==> src/rtl/pearson_pkg.sv <==
// pearson_pkg: Pearson permutation table, hash seed and miner FSM encodings
package pearson_pkg;
  localparam logic [7:0] HASH_INIT = 8'hAA;
  typedef enum logic [1:0] {IDLE = 2'd0, HASH = 2'd1, CHECK = 2'd2, DONE = 2'd3} state_t;
  function automatic logic [7:0] pearson_t(input logic [7:0] x);
    logic [7:0] y;
    y = x * 8'd167 + 8'd13;
    y = {y[2:0], y[7:3]} ^ 8'h5C;
    return y * 8'd29 + 8'd101;
  endfunction
endpackage

==> src/rtl/pearson_round.sv <==
// pearson_round: one Pearson hash step, T[h ^ b]
module pearson_round
  import pearson_pkg::*;
(
  input  logic [7:0] i_h,
  input  logic [7:0] i_b,
  output logic [7:0] o_t
);
  assign o_t = pearson_t(i_h ^ i_b);
endmodule

==> src/rtl/pow_nonce_miner.sv <==
// pow_nonce_miner: searches nonces 0..255 for the first Pearson hash below target
module pow_nonce_miner
  import pearson_pkg::*;
#(
  parameter int MSG_BYTES = 4
) (
  input  logic                   clock,
  input  logic                   reset,
  input  logic                   start,
  input  logic [8*MSG_BYTES-1:0] header,
  input  logic [7:0]             target,
  output logic                   busy,
  output logic                   done,
  output logic                   found,
  output logic [7:0]             nonce_out,
  output logic [7:0]             hash_out
);
  localparam logic [5:0] LAST = 6'(MSG_BYTES);
  state_t                 r_state;
  logic [8*MSG_BYTES-1:0] r_hdr;
  logic [8*MSG_BYTES-1:0] r_shift;
  logic [7:0]             r_tgt;
  logic [7:0]             r_nonce;
  logic [5:0]             r_idx;
  logic [7:0]             r_h;
  logic                   r_found;
  logic [7:0]             r_nonce_out;
  logic [7:0]             r_hash_out;
  logic [7:0]             w_byte;
  logic [7:0]             w_next;
  assign w_byte = (r_idx == LAST) ? r_nonce : r_shift[7:0];
  pearson_round u_round (.i_h(r_h), .i_b(w_byte), .o_t(w_next));
  assign busy      = (r_state == HASH) || (r_state == CHECK);
  assign done      = r_state == DONE;
  assign found     = r_found;
  assign nonce_out = r_nonce_out;
  assign hash_out  = r_hash_out;
  // search FSM: header bytes are consumed from a shift copy so the latched header survives for the next nonce
  always_ff @(posedge clock) begin
    if (reset) begin
      r_state     <= IDLE;
      r_hdr       <= '0;
      r_shift     <= '0;
      r_tgt       <= '0;
      r_nonce     <= '0;
      r_idx       <= '0;
      r_h         <= '0;
      r_found     <= 1'b0;
      r_nonce_out <= '0;
      r_hash_out  <= '0;
    end else begin
      unique case (r_state)
        IDLE, DONE: if (start) begin
          r_hdr   <= header;
          r_shift <= header;
          r_tgt   <= target;
          r_nonce <= '0;
          r_idx   <= '0;
          r_h     <= HASH_INIT;
          r_found <= 1'b0;
          r_state <= HASH;
        end
        HASH: begin
          r_h     <= w_next;
          r_idx   <= r_idx + 6'd1;
          r_shift <= r_shift >> 8;
          if (r_idx == LAST) r_state <= CHECK;
        end
        CHECK: begin
          r_hash_out  <= r_h;
          r_nonce_out <= r_nonce;
          if (r_h < r_tgt) begin
            r_found <= 1'b1;
            r_state <= DONE;
          end else if (r_nonce == 8'hFF) begin
            r_found <= 1'b0;
            r_state <= DONE;
          end else begin
            r_nonce <= r_nonce + 8'd1;
            r_idx   <= '0;
            r_h     <= HASH_INIT;
            r_shift <= r_hdr;
            r_state <= HASH;
          end
        end
      endcase
    end
  end
endmodule

==> config.mk <==
export PLATFORM = sky130hd
export DESIGN_NAME = pow_nonce_miner
export DESIGN_NICKNAME = d
export VERILOG_FILES = /design/src/rtl/pearson_pkg.sv /design/src/rtl/pearson_round.sv /design/src/rtl/pow_nonce_miner.sv
export SDC_FILE = /design/constraint.sdc
export NUM_CORES = 1
export LEC_CHECK = 0
export ABC_AREA = 0
export CORE_ASPECT_RATIO = 1.75
export CORE_MARGIN = 2
export CORE_UTILIZATION = 45
export CTS_CLUSTER_SIZE = 16
export DETAILED_ROUTE_END_ITERATION = 6
export PLACE_DENSITY = 0.68
export REMOVE_ABC_BUFFERS = 1
export SYNTH_ARGS = -nofsm -noshare
export SYNTH_HDL_FRONTEND = slang
export SYNTH_SLANG_ARGS = --single-unit
==> constraint.sdc <==
create_clock -name clock -period 7.2 [get_ports clock]
set_clock_uncertainty 0.05 [all_clocks]
set_input_delay 1.08 -clock clock [delete_from_list [all_inputs] [get_ports clock]]
set_output_delay 1.08 -clock clock [all_outputs]
set_load 0.02 [all_outputs]
Yosys cells after proc, flatten, opt, wreduce, memory -nomap -nowiden
Index checks and enable logic that the tools add are counted.
{"block": "totals", "reg_bits": 113, "word_cells": 64, "input_bits": 43, "output_inout_bits": 19}
{"block": "op_classes", "bitwise_logic": 2, "eq_ne": 10, "n_reduce_logical": 9, "n_mul": 2, "addsub": 4, "mux": 26, "order_cmp": 1}
{"operator": "2-to-1 mux 32 bit", "count": 3}
{"operator": "one-hot mux 32 bit (3 select lines)", "count": 1}
{"operator": "2-to-1 mux 8 bit", "count": 7}
{"operator": "one-hot mux 8 bit (3 select lines)", "count": 1}
{"operator": "2-to-1 mux 6 bit", "count": 3}
{"operator": "one-hot mux 6 bit (3 select lines)", "count": 1}
{"operator": "one-hot mux 8 bit (2 select lines)", "count": 1}
{"operator": "adder 8 x 1 -> 8 bit, second input constant", "count": 1}
{"operator": "adder 8 x 4 -> 8 bit, second input constant", "count": 1}
{"operator": "adder 8 x 7 -> 8 bit, second input constant", "count": 1}
{"operator": "equality test 8 bit, second input constant", "count": 1}
{"operator": "< comparator 8 bit", "count": 1}
{"operator": "multiplier 8 x 5 -> 8 bit, second input constant", "count": 1}
{"operator": "multiplier 8 x 8 -> 8 bit, second input constant", "count": 1}
{"operator": "2-to-1 mux 2 bit", "count": 4}
{"operator": "!= test 2 bit, second input constant", "count": 4}
{"operator": "XOR 8 bit", "count": 1}
{"operator": "adder 6 x 1 -> 6 bit, second input constant", "count": 1}
{"operator": "equality test 6 x 3 -> 1 bit, second input constant", "count": 1}
{"operator": "one-hot mux 2 bit (3 select lines)", "count": 1}
{"operator": "AND reduction 3 bit", "count": 2}
{"operator": "equality test 2 bit, second input constant", "count": 2}
{"operator": "NOT 4 bit", "count": 1}
{"operator": "AND reduction 2 bit", "count": 2}
{"operator": "other kinds (9)", "count": 11}

Depth between registers and ports, before layout
{"block": "depth", "word_depth": 9, "depth_mapped": 30}

Hierarchy
Synthesis repeated with hierarchy kept, for this count alone.
{"block": "hier_totals", "hier_cells": 755, "area_unflattened_um2": 6486.2}
{"mod": "pow_nonce_miner", "area_per_inst_um2": 5311.3, "n_inst": 1, "seq_area_each_um2": 2262.2, "cells_each": 632}
{"mod": "pearson_round", "area_per_inst_um2": 1174.9, "n_inst": 1, "seq_area_each_um2": 0.0, "cells_each": 123}

Least setup slack after synthesis
Ideal clock, no wire load.
{"block": "synth_path", "path_kind": "reg-to-reg", "startpoint": "register r_idx[0]", "endpoint": "register r_h[7]", "arrival_time_ns": 6.658, "setup_slack_ns": 0.401, "required_ns": 7.059, "period_less_slack_ns": 6.799, "stages_incl_launch_ff": 28, "path_cell_list": "dfxtp_1 -> inv_1 -> ha_1 -> nor4b_4 -> nand2_4 -> mux2i_1 -> xnor2_1 -> xor2_1 -> ha_1 -> a21o_1 -> ha_1 -> ha_1 -> xor2_1 -> ha_1 -> ha_1 -> a31oi_1 -> xnor2_1 -> inv_1 -> fa_1 -> fa_1 -> ha_1 -> ha_1 -> a31oi_1 -> o21bai_1 -> a21oi_1 -> xnor3_1 -> xor3_1 -> a311oi_1"}
{"block": "synth_between", "elab_chain_cells": 9}
{"element": "start, declared", "line": "pow_nonce_miner.sv:24", "text": "logic [5:0] r_idx;"}
{"element": "start signal, assigned", "line": "pow_nonce_miner.sv:65", "text": "r_idx <= r_idx + 6'd1;"}
{"element": "equality test 6 x 3 -> 1 bit *", "line": "pow_nonce_miner.sv:31", "text": "assign w_byte = (r_idx == LAST) ? r_nonce : r_shift[7:0];"}
{"element": "2-to-1 mux 8 bit *", "line": "pow_nonce_miner.sv:31"}
{"element": "XOR 8 bit *", "line": "pearson_round.sv:9", "text": "assign o_t = pearson_t(i_h ^ i_b);"}
{"element": "multiplier 8 x 8 -> 8 bit *", "line": "pearson_pkg.sv:7", "text": "y = x * 8'd167 + 8'd13;"}
{"element": "adder 8 x 4 -> 8 bit *", "line": "pearson_pkg.sv:7"}
{"element": "NOT 4 bit (no source line)"}
{"element": "multiplier 8 x 5 -> 8 bit *", "line": "pearson_pkg.sv:9", "text": "return y * 8'd29 + 8'd101;"}
{"element": "adder 8 x 7 -> 8 bit *", "line": "pearson_pkg.sv:9"}
{"element": "one-hot mux 8 bit (3 select lines) *", "line": "pow_nonce_miner.sv:52", "text": "unique case (r_state)"}
{"element": "end signal, assigned", "line": "pow_nonce_miner.sv:64", "text": "r_h <= w_next;"}
{"element": "end, declared", "line": "pow_nonce_miner.sv:25", "text": "logic [7:0] r_h;"}
Mark *: on every way between the ends. The rest lies on a longest branch, timed or not.
A chain may end at the register's enable or synchronous reset.

Final worst setup path
Same ends and word-level chain as after synthesis.

==> flow_summary.toml <==
[placed_design]
gp_congestion = 0.886
io_buffers = 61
hpwl_mm = 10.3

[floorplan]
fp.dieArea_sq_um = 14700
core_area_sq_um = 13400
die_x_um = 92.5
start_util_pct = 46.1
placementRows = 56
ioPinCount = 62
die_height_um = 159

[route]
wl_met2_mm = 8.56
top_layer_used = "met4"
met3_length_um = 642
dr_total_vias = 5301
drc_errors = 0
ant_nets = 0
drtPass1Iterations = 5
drtIter0Drc = 247
via_per_inst = 5.58
wirelength_mm = 15.7
wl_met1_mm = 5.99
wl_per_cell_um = 16.5

[run]
cap_viol_max_count = 0

[synthesis]
synth_warnings = 0
synthAdderAreaFrac_pct = 13.1
synth-compound-area-share_pct = 18.2
synth-seq-area-share_pct = 36.7
synth-xor-area-share_pct = 6.63
synth_top_area_cell = "dfxtp_1"
yosys_register_bits = 113
synth.area.top_cells = "dfxtp_1 37%, ha_1 10%, nand2_1 7.1%"
synth_top_family_by_area = "compound AO/OA/AOI/OAI gates"
synth_top_cell_area_share_pct = 36.7
synth-edff-count = 0
synthDistinctLibCells = 51
async_flop_share_pct = 0
syn_inst = 719
syn_area_sq_um = 6170
syn_area_per_cell_sq_um = 8.58
yosys-mux-area-fraction_pct = 3.73
ys.flop_type = "dfxtp_1"
synth-simple-area-share_pct = 16.2

[setup_path]
reg2reg_depth = 28
worst_ep_arrival_time_ns = 7.17
critPathLaunchType = "register"
startpoint = "r_idx[0]"
rrSetupSlack_ns = 0.29
crit_path_end_kind = "register"
cp_slowest_cell = "fa_1"
timing.setup.critical_path_class = "reg -> reg"
path_max_fanout = 6
crit_path_max_incr_delay_ns = 0.58
cp_top_family = "adder cells"
cp_num_buf_inv = 5
critPathRequiredTime_ns = 7.46
cp.depth = 28
crit_end = "r_h[7]"
reg2reg_from = "r_idx[0]"
r2r-end = "r_h[7]"

[timing]
finalCritPeriodShare_pct = 96.0
fmax_mhz = 145
fin_hold_ws_ns = 0.398
min_period_ns = 6.91
hold_viol = 0
maxSlewHeadroom_pct = 27.9
worst_pin_slew_ns = 1.08
finalMaxSlewViolations = 0
setup_violations = 0

[finish]
drive_gt1_share_pct = 9.28
layout.nets = 865
diodes = 0
syn_to_final_growth_pct = 24.3

[clocking]
htree_levels = 4
cts_root_buf = "clkbuf_16"
cts_tree = "built"
clk-insertion-delay-late_ns = 0.41
clock_path_buffers = 2
clkTransAtPathRegs_ns = 0.05
numCtsBuffers = 17
hold_buffers = 0
clock_sink_count = 113

[global_routing]
grt-ovfl-total = 0
grt_max_degree = 106
grt_antenna_before_repair = 0
grt_pass1_vias = 5316
grt_pass1_wl_mm = 25.4
track_usage_pct = 21.7

[min_path]
hold_depth = 2
holdCritPathClass = "reg -> reg"

[run_status]
status = "finished clean"
-- through the flow --
stage | TNS, ns | setup WS (ns) | area (sq um) | instances | utilization [%]
after detailed placement | -0.0573 | -0.0573 | 6880 | 914 | 51.4
after CTS | 0 | 0.0154 | 7540 | 946 | 56.4
after global placement | 0 | 0.233 | 6880 | 914 | 51.4
after global routing | -0.0242 | -0.0242 | 7670 | 950 | 57.3
final | 0 | 0.288 | 7670 | 950 | 57.3
after floorplan | 0 | 0.399 | 5990 | 670 | -
-- registers in the layout, summed over array words and instances, names as in the netlist --
register   flops
r_hdr         32
r_shift       32
hash_out       8
nonce_out      8
r_h            8
r_nonce        8
r_tgt          8
r_idx          6
r_state        2
found          1
-- cell type report --
| type | count | area [sq um] |
|---|---|---|
| clock inverter | 9 | 154 |
| clock buffer | 23 | 478 |
| fill | 1174 | 5710 |
| timing repair buffer | 74 | 709 |
| inverter | 40 | 150 |
| multi-input combinational | 517 | 3700 |
| tap | 174 | 218 |
| sequential | 113 | 2260 |
-- cell usage after synthesis (2+ instances only) --
cell	instances
a211oi_1	10
a21o_1	6
a21oi_1	83
a221o_1	24
a311oi_1	4
a31oi_1	2
and3_1	8
buf_1	6
clkbuf_1	41
dfxtp_1	113
fa_1	9
ha_1	50
inv_1	40
mux2i_1	23
nand2_1	116
nand3_1	13
nand4_1	2
nor2_1	51
nor2b_1	6
nor3_1	11
nor3b_1	2
nor4_1	3
o211ai_1	25
o21ai_0	3
o21bai_1	3
o22ai_1	2
or2_2	3
xnor2_1	29
xnor3_1	2
xor2_1	8
-- cells by family (layout without fill, tap and decap cells) --
kind of cell    count (synthesis)  count (layout)
buf+inv                        89             146
simple gates                  226             226
compound gates                168             168
flops                         113             113
xor+xnor                       41              41
mux                            23              23
fa+ha+maj                      59              59
-- metal layers --
metal | global-route usage (%) | up-vias
li1 | - | 2575
met1 | 23.2 | 2524
met2 | 39.2 | 168
met3 | 4.73 | 34
met4 | 11.3 | 0
met5 | 0 | -
-- placed cells by master, fill, tap and decap left out, types with 3 or more instances in the layout --
cell type and count:
o21bai_1 3, o21ai_0 3, clkbuf_16 17, a21oi_1 81, nor2_1 50, a211oi_1 10, buf_4 13, xnor2_2 7
clkdlybuf4s50_1 60, a221o_1 24, inv_1 40, nor4_1 3, a311oi_1 4, xnor2_1 22, clkbuf_1 3, xor2_1 8
bufinv_16 4, nor2b_1 6, a21o_1 6, dfxtp_1 113, or2_2 4, mux2i_1 21, and3_1 8, clkbuf_8 3
fa_1 9, ha_1 46, ha_2 3, nand3_1 13, nand2_1 116, o211ai_1 25, nor3_1 11
-- worst min path at each step --
stage	slack, ns	start	end
2_1_floorplan	0.38	r_hdr[24]	r_hdr[24]
3_3_place_gp	0.39	r_hdr[28]	r_hdr[28]
3_5_place_dp	0.39	r_hdr[25]	r_hdr[25]
4_1_cts	0.40	r_hdr[25]	r_hdr[25]
5_1_grt	0.42	r_hdr[25]	r_hdr[25]
6_report	0.40	r_hdr[25]	r_hdr[25]
-- repair_timing --
action | 4_1_cts | 5_1_grt
resized for setup | 4 | 16
setup buffers | 0 | 4
endpoints found under the setup margin | 1 | 1
pin swaps | 0 | 14
-- tightest hold or removal path, cell delays in order, from the launching register on --
cell	delay, ns
dfxtp_1	0.30
nand2_1	0.05
a21oi_1	0.05
Power is left out: the tool's default activity adds up to more than one toggle a clock period on the data nets, which glitch-free logic cannot reach.
